## config.mk

```make
export PLATFORM = sky130hd
export DESIGN_NAME = calc_seq_ctrl
export DESIGN_NICKNAME = d
export VERILOG_FILES = /design/src/rtl/calc_seq_ctrl.sv
export SDC_FILE = /design/constraint.sdc
export NUM_CORES = 1
export LEC_CHECK = 0
export ABC_AREA = 1
export BUFFER_PORTS_ARGS = -buffer_cell sky130_fd_sc_hd__buf_4
export CAP_MARGIN = 0
export CELL_PAD_IN_SITES_DETAIL_PLACEMENT = 0
export CELL_PAD_IN_SITES_GLOBAL_PLACEMENT = 2
export CORE_ASPECT_RATIO = 1.4
export CORE_UTILIZATION = 28
export CTS_CLUSTER_SIZE = 24
export DETAILED_ROUTE_END_ITERATION = 8
export GPL_ROUTABILITY_DRIVEN = 0
export PLACE_DENSITY_LB_ADDON = 0.1
export SLEW_MARGIN = 20
export SYNTH_ARGS = -nofsm -noshare
export SYNTH_HDL_FRONTEND = slang
export SYNTH_SLANG_ARGS = --single-unit
```

## constraint.sdc

```tcl
create_clock -name i_clk -period 1.4 [get_ports i_clk]
set_input_delay 0.14 -clock i_clk [delete_from_list [all_inputs] [get_ports i_clk]]
set_output_delay 0.14 -clock i_clk [all_outputs]
set_load 0.005 [all_outputs]
```

## src/rtl/calc_seq_ctrl.sv

```systemverilog
// Multi-pass sequencer that time-shares an external W-bit adder to run
// 2W-bit ADD/SUB and WxW unsigned MUL, capturing sum/carry once per cycle.
//
// state  | meaning
// -------+-------------------------------------------------------------
// IDLE   | waiting for i_start; adder inputs driven to 0
// LO     | low-word pass (a_lo + b_lo, or a_lo + ~b_lo with local +1)
// HI     | high-word pass (a_hi + b_hi, or a_hi + ~b_hi)
// CORR   | propagate low-word carry into the high word (res_hi + 1)
// MUL    | one shift-add pass per cycle, W passes in total
// DONE   | o_done pulse; result and flags valid, back to IDLE next edge
module calc_seq_ctrl #(
    parameter int W = 4
) (
    input  logic           i_clk,
    input  logic           i_reset_n,
    input  logic           i_start,
    input  logic [1:0]     i_op,
    input  logic [2*W-1:0] i_a,
    input  logic [2*W-1:0] i_b,
    output logic [W-1:0]   o_add_a,
    output logic [W-1:0]   o_add_b,
    output logic           o_add_mode,
    input  logic [W-1:0]   i_add_sum,
    input  logic           i_add_carry,
    output logic [2*W-1:0] o_result,
    output logic           o_carry,
    output logic           o_err,
    output logic           o_busy,
    output logic           o_done
);

    localparam int CW = $clog2(W + 1);

    localparam logic [1:0] OP_ADD = 2'b00;
    localparam logic [1:0] OP_SUB = 2'b01;
    localparam logic [1:0] OP_MUL = 2'b10;

    typedef enum logic [2:0] {
        S_IDLE,
        S_LO,
        S_HI,
        S_CORR,
        S_MUL,
        S_DONE
    } state_t;

    state_t         state_q, state_d;
    logic [2*W-1:0] a_q, a_d;
    logic [2*W-1:0] b_q, b_d;
    logic [1:0]     op_q, op_d;
    logic [W-1:0]   res_lo_q, res_lo_d;
    logic [W-1:0]   res_hi_q, res_hi_d;
    logic           carry_lo_q, carry_lo_d;
    logic           carry_hi_q, carry_hi_d;
    logic           err_q, err_d;
    logic [W-1:0]   acc_hi_q, acc_hi_d;
    logic [W-1:0]   acc_lo_q, acc_lo_d;
    logic [CW-1:0]  cnt_q, cnt_d;

    logic [W-1:0]   add_a, add_b;
    logic [W-1:0]   lo_inc;
    logic [2*W:0]   mul_shift;
    logic           is_sub;

    assign is_sub    = (op_q == OP_SUB);
    assign lo_inc    = i_add_sum + {{(W-1){1'b0}}, 1'b1};
    assign mul_shift = {i_add_carry, i_add_sum, acc_lo_q} >> 1;

    always_ff @(posedge i_clk or negedge i_reset_n) begin
        if (!i_reset_n) begin
            state_q    <= S_IDLE;
            a_q        <= '0;
            b_q        <= '0;
            op_q       <= '0;
            res_lo_q   <= '0;
            res_hi_q   <= '0;
            carry_lo_q <= 1'b0;
            carry_hi_q <= 1'b0;
            err_q      <= 1'b0;
            acc_hi_q   <= '0;
            acc_lo_q   <= '0;
            cnt_q      <= '0;
        end else begin
            state_q    <= state_d;
            a_q        <= a_d;
            b_q        <= b_d;
            op_q       <= op_d;
            res_lo_q   <= res_lo_d;
            res_hi_q   <= res_hi_d;
            carry_lo_q <= carry_lo_d;
            carry_hi_q <= carry_hi_d;
            err_q      <= err_d;
            acc_hi_q   <= acc_hi_d;
            acc_lo_q   <= acc_lo_d;
            cnt_q      <= cnt_d;
        end
    end

    always_comb begin
        state_d    = state_q;
        a_d        = a_q;
        b_d        = b_q;
        op_d       = op_q;
        res_lo_d   = res_lo_q;
        res_hi_d   = res_hi_q;
        carry_lo_d = carry_lo_q;
        carry_hi_d = carry_hi_q;
        err_d      = err_q;
        acc_hi_d   = acc_hi_q;
        acc_lo_d   = acc_lo_q;
        cnt_d      = cnt_q;
        add_a      = '0;
        add_b      = '0;

        case (state_q)
            S_IDLE: begin
                if (i_start) begin
                    a_d        = i_a;
                    b_d        = i_b;
                    op_d       = i_op;
                    res_lo_d   = '0;
                    res_hi_d   = '0;
                    carry_lo_d = 1'b0;
                    carry_hi_d = 1'b0;
                    err_d      = 1'b0;
                    acc_hi_d   = '0;
                    acc_lo_d   = i_b[W-1:0];
                    cnt_d      = '0;
                    case (i_op)
                        OP_ADD, OP_SUB: state_d = S_LO;
                        OP_MUL:         state_d = S_MUL;
                        default: begin
                            err_d   = 1'b1;
                            state_d = S_DONE;
                        end
                    endcase
                end
            end
            S_LO: begin
                add_a = a_q[W-1:0];
                add_b = is_sub ? ~b_q[W-1:0] : b_q[W-1:0];
                // SUB folds its +1 here: a sum of all-ones becomes a carry
                if (is_sub) begin
                    res_lo_d   = lo_inc;
                    carry_lo_d = (&i_add_sum) | i_add_carry;
                end else begin
                    res_lo_d   = i_add_sum;
                    carry_lo_d = i_add_carry;
                end
                state_d = S_HI;
            end
            S_HI: begin
                add_a      = a_q[2*W-1:W];
                add_b      = is_sub ? ~b_q[2*W-1:W] : b_q[2*W-1:W];
                res_hi_d   = i_add_sum;
                carry_hi_d = i_add_carry;
                state_d    = carry_lo_q ? S_CORR : S_DONE;
            end
            S_CORR: begin
                add_a      = res_hi_q;
                add_b      = {{(W-1){1'b0}}, 1'b1};
                res_hi_d   = i_add_sum;
                carry_hi_d = carry_hi_q | i_add_carry;
                state_d    = S_DONE;
            end
            S_MUL: begin
                add_a    = acc_hi_q;
                add_b    = acc_lo_q[0] ? a_q[W-1:0] : '0;
                acc_hi_d = mul_shift[2*W-1:W];
                acc_lo_d = mul_shift[W-1:0];
                cnt_d    = cnt_q + CW'(1);
                if (cnt_q == CW'(W - 1)) begin
                    res_hi_d = mul_shift[2*W-1:W];
                    res_lo_d = mul_shift[W-1:0];
                    state_d  = S_DONE;
                end
            end
            S_DONE: begin
                state_d = S_IDLE;
            end
            default: begin
                state_d = S_IDLE;
            end
        endcase
    end

    assign o_add_a    = add_a;
    assign o_add_b    = add_b;
    assign o_add_mode = 1'b0;
    assign o_result   = {res_hi_q, res_lo_q};
    assign o_carry    = carry_hi_q;
    assign o_err      = err_q;
    assign o_busy     = (state_q != S_IDLE);
    assign o_done     = (state_q == S_DONE);

endmodule
```

==> results.toml, run 1 <==
[sta]
rsz0062_at_grt = "yes"
period_share_pct = 117
min_period_ns = 1.63
relSlewSlack_pct = 60.6
tightest_slew_ns = 0.591
drv_slew = 0
finalHoldViolCount = 0
setup_viol = 18
fin_skew_ns = 0.00874
fmax_ghz = 0.613
fin_ws_ns = -0.233

[global_route]
grt_pass1_vias = 2077
antenna_found_initial = 0
grt_usage_pct = 17.4
use_met2_pct = 30.5
grt_util_met1_pct = 21.9
globalRoute.busiestLayer = "met2"
grt_first_pass_wirelength_um = 10900
overflow = 0
grt_util_met3_pct = 3.32
grt_max_degree = 44

[routing]
post_drt_wl_per_cell_um = 15.1
drt_iter0_drc = 58
first_pass_iters = 4
ant_nets = 0
via_per_inst = 4.59
num_vias = 2170
remaining_drc_errors = 0
wirelength_um = 7160

[final_layout]
drive_gt1_share_pct = 46.4
n_antenna_cell = 0
design_area_mm2 = 0.00351
mostFrequentLayoutCell = "nand2_1"
syn_to_final_growth_pct = 58.3
fin_nets = 401
final_cell_mix = "83 x nand2_1, 66 x buf_4, 40 x dfrtp_1, 23 x inv_1, 22 x nand2_2"

[power]
power_density_mw_per_mm2 = 2340
p_leak_nw = 1.80
peakVddDrop_mv = 0.824
power_w = 0.00819

[synth]
synth.avg_cell_area_um2 = 7.77
yosys_warnings = 0
syn-instance-count = 285
yosysTopAreaCellShare_pct = 48.6
yosys-top-cells-area = "dfrtp_1 49%, nand2_1 19%, o21ai_0 5.0%, inv_1 4.9%, nand3_1 3.6%"
synth-seq-area-share_pct = 48.6
netlist_area_mm2 = 0.00221
ys_ff_latch = 43
yosys.area.top_type = "dfrtp_1"
synth_cell_type_count = 26
synth_nets = 314

[cts]
cts_num_sinks = 43
cts_made_buffers = 5
insertion_delay_ns = 0.30
cts_tree = "built"
clockRootBuffer = "clkbuf_8"
cts_buffer_depth = 2
htreeDepth = 2
path_clk_slew_ns = 0.09

[setup_path]
worstPathCellList = "nor2_4 > nand2_4 > buf_6 > o2111ai_2 > buf_4"
reg2reg_from = "state_q[0]"
crit_arrival_ns = 1.49
cp-end-kind = "output port"
startpoint_type = "register"
critical-path-top-delay-family = "flip-flops"
rrSetupSlack_ns = -0.05
crit_type = "register to output port"
critical_path_peak_fanout = 8
required_ns = 1.26
critPathBufInv = 2
max_stage_delay_ns = 0.47
r2r-end = "acc_hi_q[1]"
worst-r2r-cell-count = 8
slowest_stage = "dfrtp_2"

[floorplan]
io_pins = 47
core_mm2 = 0.00770
dieWidth_um = 77.2
rows = 38
die_h_um = 107
dieArea_mm2 = 0.00827
initial_utilization_pct = 28.8

[run_status]
status = "complete, but fails checks"
violations = "negative setup slack"

[min_path]
worstHoldPathCells = 3
holdPathEnd = "a_q[4]"
hold_path.class = "input pin to register"
holdCritStartpoint = "i_a[4]"

[placement]
placed_area_mm2 = 0.00281
placement.io_buffers = 45
dp_hpwl_um = 4950

[run]
cap_violations = 0
==> cell usage after synthesis <==
cell,n
nand3_1,16
inv_2,5
ha_1,3
o2111ai_1,4
o21ai_0,22
nor2_1,7
buf_4,2
buf_6,2
o211ai_1,3
nand3b_1,1
nor2_4,2
nand2_1,113
conb_1,1
nand3_2,2
dfrtp_1,43
a31oi_1,1
o21ai_1,1
inv_1,29
nand4_1,1
nand2_2,2
or2_2,1
nor2_8,1
a21oi_1,10
o22ai_1,9
nor2_2,1
buf_2,3
==> worst max path at each step <==
stage / start / endpoint / cells after the start
after floorplan: cnt_q[0] / res_hi_q[2] / 8
after global placement: cnt_q[0] / res_hi_q[3] / 8
after detailed placement: cnt_q[0] / res_hi_q[3] / 8
after CTS: state_q[1] / o_add_a[2] / 7
after global routing: state_q[1] / o_add_b[3] / 7
final: state_q[0] / o_add_a[0] / 5
==> flip-flops by register name (all words and copies together), names as in the netlist <==
signal / count
cnt_q: 3
res_lo_q: 4
acc_hi_q: 4
b_q: 8
carry_lo_q: 1
a_q: 8
acc_lo_q: 4
o_err: 1
state_q: 3
res_hi_q: 4
op_q: 2
o_carry: 1
==> area by class of cell <==
| type | count | area (um2) |
|---|---|---|
| fill | 807 | 4200 |
| multi-input combinational | 201 | 1260 |
| sequential | 43 | 1080 |
| timing repair buffer | 86 | 758 |
| inverter | 34 | 153 |
| tap | 100 | 125 |
| clock buffer | 6 | 82.6 |
| clock inverter | 2 | 35.0 |
| timing repair inverter | 1 | 8.76 |
==> repair_timing <==
item | 4_1_cts | 5_1_grt
pin swaps | 17 | 31
resized for setup | 64 | 65
setup endpoints to repair | 34 | 51
endpoints found under the hold margin | 43 | 0
buffers inserted | 10 | 8
gates cloned | 1 | 2
hold buffers | 1 | 0
==> worst register-to-register path, delay by kind of cell, from the launching register on <==
| kind | cells | cell delay (ns) |
|---|---|---|
| DFF | 1 | 0.47 |
| and+or+nand+nor | 4 | 0.41 |
| buffers and inverters | 3 | 0.40 |
| AOI/OAI and AO/OA | 1 | 0.07 |
==> layer usage <==
layer  wire length [um]  vias to the layer above
li1                   -                     1103
met1               3230                     1023
met2               3660                       37
met3                193                        7
met4                 70                        0
met5                  0                        -
==> per-stage QoR <==
| stage | worst slack [ns] | util, % | std cells | TNS [ns] | hold slack, ns |
|---|---|---|---|---|---|
| after floorplan | 0.0444 | - | 285 | 0 | -0.156 |
| after global placement | -0.128 | 36.4 | 447 | -1.24 | 0.192 |
| after detailed placement | -0.134 | 36.4 | 447 | -1.16 | 0.188 |
| after CTS | -0.230 | 41.5 | 465 | -2.00 | 0.0263 |
| after global routing | -0.334 | 45.5 | 473 | -4.38 | 0.0269 |
| final | -0.233 | 45.5 | 473 | -2.13 | 0.0293 |
==> power breakdown <==
group / internal (W) / switching (W) / leakage [nW]
Combinational: 0.00234 / 0.00260 / 1.20
Sequential: 0.00181 / 0.000408 / 0.541
Clock: 0.000578 / 0.000461 / 0.0612
Total: 0.00472 / 0.00347 / 1.80
==> cells by family after synthesis <==
family	synth area share [%]
AOI/OAI and AO/OA	12.9
adders and majority gates	1.70
buffers and inverters	8.14
DFF	48.6
other	0.169
and+or+nand+nor	28.5
(Power assumes the default switching activity.)
==> inputs of run 2 (changes only) <==
--- a/config.mk
+++ b/config.mk
@@ -11,7 +11,7 @@
 export CELL_PAD_IN_SITES_DETAIL_PLACEMENT = 0
 export CELL_PAD_IN_SITES_GLOBAL_PLACEMENT = 2
 export CORE_ASPECT_RATIO = 1.4
-export CORE_UTILIZATION = 28
+export CORE_UTILIZATION = 33
 export CTS_CLUSTER_SIZE = 24
 export DETAILED_ROUTE_END_ITERATION = 8
 export GPL_ROUTABILITY_DRIVEN = 0
==> constraint.sdc (replaced) <==
create_clock -name i_clk -period 2 [get_ports i_clk]
set_input_delay 0.2 -clock i_clk [delete_from_list [all_inputs] [get_ports i_clk]]
set_output_delay 0.2 -clock i_clk [all_outputs]
set_load 0.005 [all_outputs]
==> results.toml, run 2 (same netlist as run 1, synthesis figures left out) <==
[run_status]
status = "complete, but fails checks"
violations = "design-rule violations"

[setup_path]
crit_type = "register to output port"
r2r-end = "o_err"
rrSetupSlack_ns = 0.39
startpoint_type = "register"
worst-r2r-cell-count = 6
required_ns = 1.80
crit_arrival_ns = 1.67
reg2reg_from = "state_q[0]"
cp-end-kind = "output port"
critical_path_peak_fanout = 10

[power]
peakVddDrop_mv = 0.503
p_leak_nw = 1.49
power_w = 0.00440
power_density_mw_per_mm2 = 1570

[placement]
placement.io_buffers = 45
dp_cells = 401
dp_hpwl_um = 4480

[sta]
min_period_ns = 1.87
relSlewSlack_pct = 61.1
tns_ns = 0
setup_viol = 0
fin_skew_ns = 0.00648
period_share_pct = 93.6
rsz0062_at_grt = "no"
finalHoldViolCount = 0
fmax_ghz = 0.534
tightest_slew_ns = 0.583
drv_slew = 0

[final_layout]
fill_cells = 709
fin_nets = 368
ff_latch_area_mm2 = 0.00108
multiInputGateArea_um2 = 978
utilization_pct = 43.0
final_cells = 414
mostFrequentLayoutCell = "nand2_1"
largestRegisters = "a_q: 8 flops, b_q: 8 flops"
n_antenna_cell = 0
syn_to_final_growth_pct = 26.7
drive_gt1_share_pct = 23.8
final_cell_mix = "111 x nand2_1, 53 x buf_4, 43 x dfrtp_1, 27 x inv_1, 22 x o21ai_0"

[routing]
via_per_inst = 4.85
ant_nets = 0
drt_iter0_drc = 119
post_drt_wl_per_cell_um = 14.7
first_pass_iters = 6
num_vias = 2008
remaining_drc_errors = 4
wirelength_um = 6100

[cts]
cts_num_sinks = 43
path_clk_slew_ns = 0.09
cts_tree = "built"
clockRootBuffer = "clkbuf_8"
insertion_delay_ns = 0.30
htreeDepth = 2
cts_buffer_depth = 2
cts_made_buffers = 5

[global_route]
grt_max_degree = 44
grt_usage_pct = 18.9
grt_pass1_vias = 2080
antenna_found_initial = 0
grt_first_pass_wirelength_um = 10200
overflow = 0

[min_path]
hold_path.class = "input pin to register"
holdCritStartpoint = "i_a[7]"
worstHoldPathCells = 3
holdPathEnd = "a_q[7]"

[floorplan]
initial_utilization_pct = 33.9
dieArea_mm2 = 0.00705
io_pins = 47
die_h_um = 98.9
dieWidth_um = 71.2
core_mm2 = 0.00653
rows = 35

[run]
cap_violations = 0
[run 2: cell count changes in the layout (fill, tap and decap cells not counted), sizes merged]
cell      before  now
clkinv         2    1
clkbuf         7    6
buf           84   53
clkinvlp       0    1
inv           34   33
[run 2: report_power, final]
part / switching (W) / internal [W]
Combinational: 0.00127 / 0.000859
Clock: 0.000320 / 0.000405
Sequential: 0.000282 / 0.00126
Total: 0.00188 / 0.00252
[run 2: layer usage]
layer / share of wire (%) / track usage (%) / routed length [um] / up-vias
li1: - / - / - / 1024
met1: 44 / 23.1 / 2700 / 921
met2: 49 / 33.3 / 3020 / 52
met3: 4.1 / 2.76 / 253 / 11
met4: 2.1 / 6.92 / 126 / 0
met5: 0 / 0 / 0 / -
[run 2: worst max-delay path, stage by stage (launching register included)]
cell	delay, ns
dfrtp_1	0.48
inv_2	0.17
nand3_2	0.21
inv_4	0.17
nand3_1	0.11
nand4_1	0.11
buf_4	0.12
[run 2: what timing repair did]
action,in CTS,in global routing
gates resized for setup,1,8
endpoints found under the hold margin,43,0
buffers inserted,0,4
setup endpoints to repair,4,8
pin swaps,0,0
hold buffers,1,0
[run 2: layout make-up]
type                            count  share of cell area (%)
Timing Repair Buffer               54                    14.5
Inverter                           34                    4.77
Sequential cell                    43                    38.3
Tap cell                           74                    3.30
Clock buffer                        6                    2.94
Clock inverter                      2                    1.25
Multi-Input combinational cell    201                    34.9
[run 2: worst max path at each step]
stage	to	depth (start not counted)	slack, ns	from
CTS	o_add_a[2]	6	0.06	state_q[2]
finish	o_add_b[0]	6	0.13	state_q[2]
floorplan	res_hi_q[2]	8	0.64	cnt_q[0]
detailed placement	o_add_a[2]	6	0.31	state_q[2]
global placement	o_add_a[2]	6	0.34	state_q[2]
global route	o_add_a[2]	6	0.01	state_q[2]
[run 2: per-stage QoR]
stage / cell area (um2) / hold slack [ns] / setup slack [ns]
2_1_floorplan: 2210 / -0.0956 / 0.644
3_5_place_dp: 2620 / 0.248 / 0.307
4_1_cts: 2750 / 0.0890 / 0.0634
5_1_grt: 2810 / 0.101 / 0.0142
6_report: 2810 / 0.0954 / 0.128
3_3_place_gp: 2620 / 0.240 / 0.344
==> inputs of run 3 (changes only) <==
--- a/config.mk
+++ b/config.mk
@@ -5,13 +5,13 @@
 export SDC_FILE = /design/constraint.sdc
 export NUM_CORES = 1
 export LEC_CHECK = 0
-export ABC_AREA = 1
+export ABC_AREA = 0
 export BUFFER_PORTS_ARGS = -buffer_cell sky130_fd_sc_hd__buf_4
 export CAP_MARGIN = 0
 export CELL_PAD_IN_SITES_DETAIL_PLACEMENT = 0
 export CELL_PAD_IN_SITES_GLOBAL_PLACEMENT = 2
 export CORE_ASPECT_RATIO = 1.4
-export CORE_UTILIZATION = 33
+export CORE_UTILIZATION = 35
 export CTS_CLUSTER_SIZE = 24
 export DETAILED_ROUTE_END_ITERATION = 8
 export GPL_ROUTABILITY_DRIVEN = 0
==> results.toml, run 3 <==
[floorplan]
dieWidth_um = 69
rows = 33
initial_utilization_pct = 37.0
io_pins = 47
core_mm2 = 0.00595
die_h_um = 95.8
dieArea_mm2 = 0.00661

[synth]
ys_ff_latch = 43
synth.most_common_cell = "nand2_1"
async_flop_share_pct = 100
synth.avg_cell_area_um2 = 9.48
synth_commonest_cells = "75 x nand2_1, 43 x dfrtp_1, 10 x nor2_1"
yosysTopAreaCellShare_pct = 48.9
yosys_warnings = 0
syn-instance-count = 232
yosys-top-cells-area = "dfrtp_1 49%, nand2_1 13%, a22o_1 3.6%, xnor2_1 2.4%, xor2_1 2.0%"
synth_edf_count = 0
synth_cell_type_count = 43
synth-seq-area-share_pct = 48.9
netlist_area_mm2 = 0.00220
synth_nets = 261
ys.flop_type = "dfrtp_1"
yosys.area.top_type = "dfrtp_1"

[sta]
finalHoldViolCount = 0
tns_ns = 0
fin_skew_ns = 0.00700
min_period_ns = 1.91
rsz0062_at_grt = "no"
setup_viol = 0
fin_hold_ws_ns = 0.0891
relSlewSlack_pct = 43.7
tightest_slew_ns = 0.841
period_share_pct = 95.5
fin_ws_ns = 0.0896
fmax_ghz = 0.523
drv_slew = 0

[global_route]
grt_max_degree = 44
overflow = 0
antenna_found_initial = 0
grt_pass1_vias = 1841
grt_usage_pct = 19.1
grt_first_pass_wirelength_um = 9640

[final_layout]
final_cell_mix = "75 x nand2_1, 60 x buf_4, 42 x dfrtp_1, 9 x nor2_1, 9 x a22o_1"
design_area_mm2 = 0.00278
syn_to_final_growth_pct = 26.2
utilization_pct = 46.7
n_antenna_cell = 0
fill_cells = 614
ff_latch_area_mm2 = 0.00108
largestRegisters = "a_q: 8 flops, b_q: 8 flops"
drive_gt1_share_pct = 26.6
mostFrequentLayoutCell = "nand2_1"
multiInputGateArea_mm2 = 0.00106
fin_nets = 316

[cts]
cts_made_buffers = 5
cts_tree = "built"
cts_buffer_depth = 2
clockRootBuffer = "clkbuf_8"
cts_num_sinks = 43
path_clk_slew_ns = 0.08
insertion_delay_ns = 0.29
htreeDepth = 2

[setup_path]
path_common_cell = "buf_4"
startpoint_type = "register"
cp-end-kind = "output port"
crit_arrival_ns = 1.71
worstPathCellList = "buf_4 > nand2b_1 > nor2_1 > buf_4 > a221o_1 > buf_4"
critical_path_peak_fanout = 6
slowest_stage = "dfrtp_2"
max_stage_delay_ns = 0.45
required_ns = 1.80
crit_type = "register to output port"

[placement]
placement.io_buffers = 45
dp_hpwl_um = 4250
placed_area_mm2 = 0.00265
pre_cts_ws_ns = 0.251

[run_status]
status = "completed"

[routing]
ant_nets = 0
first_pass_iters = 4
num_vias = 1823
via_per_inst = 5.12
post_drt_wl_per_cell_um = 16.4
drt_iter0_drc = 132
wirelength_um = 5850
remaining_drc_errors = 0

[power]
p_leak_nw = 1.39
power_density_mw_per_mm2 = 1560
peakVddDrop_mv = 0.601

[min_path]
hold_path.class = "input pin to register"

[run]
cap_violations = 0
## run 3: changes by cell type after synthesis, sizes merged, moves of 5 or more
cell   before  now
nand2     115   75
inv        34    2
o21ai      23    7
nand3      18    7
a22o        0    9
o22ai       9    1
xnor2       0    6
mux2        0    5
xor2        0    5
## run 3: cells by family after synthesis
kind of cell               after synthesis  synth area share [%]
xor gates and xnor gates                11                  4.38
AOI/OAI and AO/OA                       42                  15.1
other                                    1                 0.170
and+or+nand+nor                        109                  22.4
DFF                                     43                  48.9
adders and majority gates                3                  1.71
muxes                                    7                  3.47
buffers and inverters                   16                  3.81
## run 3: final timing paths
| path | startpoint | end | slack [ns] | cells past startpoint |
|---|---|---|---|---|
| hold reg to reg | o_err | o_err | 0.48 | 2 |
| hold / removal | i_b[4] | b_q[4] | 0.09 | 3 |
| min in group asynchronous | i_reset_n | cnt_q[2] | 0.44 | 2 |
| setup / recovery | state_q[0] | o_add_a[3] | 0.09 | 6 |
| max in group asynchronous | i_reset_n | state_q[0] | 1.15 | 2 |
| setup reg to reg | cnt_q[0] | res_hi_q[0] | 0.23 | 6 |
## run 3: per-layer routing
metal | wire, um | GRT usage (%) | vias to the layer above
met5 | 0 | 0 | -
met4 | 112 | 7.31 | 0
met3 | 192 | 3.04 | 7
met2 | 2950 | 32.4 | 43
met1 | 2590 | 24.5 | 872
li1 | - | - | 901
## run 3: timing repair
| item | CTS | global route |
|---|---|---|
| gates resized for setup | 1 | 4 |
| hold buffers | 1 | 0 |
| hold endpoints to repair | 43 | 0 |
| setup buffers | 0 | 4 |
| setup endpoints to repair | 1 | 8 |
## run 3: power breakdown
part	switching (W)	internal [W]	leakage, nW
clock network	0.000284	0.000233	0.0371
registers	0.000318	0.00127	0.541
logic	0.00113	0.00110	0.808
total	0.00173	0.00260	1.39
## run 3: final cells by class
| type | instances | share of cell area [%] |
|---|---|---|
| clock buffer | 6 | 2.61 |
| inverter | 2 | 0.270 |
| multi-input combinational | 173 | 38.2 |
| sequential | 43 | 38.8 |
| tap | 70 | 3.15 |
| timing repair buffer | 62 | 17.0 |
## run 3: metrics by stage
step	cells	total power, W
after CTS	352	0.00431
after detailed placement	345	0.00376
after global routing	356	0.00470
final	356	0.00433
after global placement	345	0.00376
after floorplan	232	0.00291
## run 3: critical path, delay by kind of cell (launching register included)
family | cells | cell delay (ns)
AOI/OAI and AO/OA | 1 | 0.36
buffers and inverters | 3 | 0.47
DFF | 1 | 0.45
and+or+nand+nor | 2 | 0.14
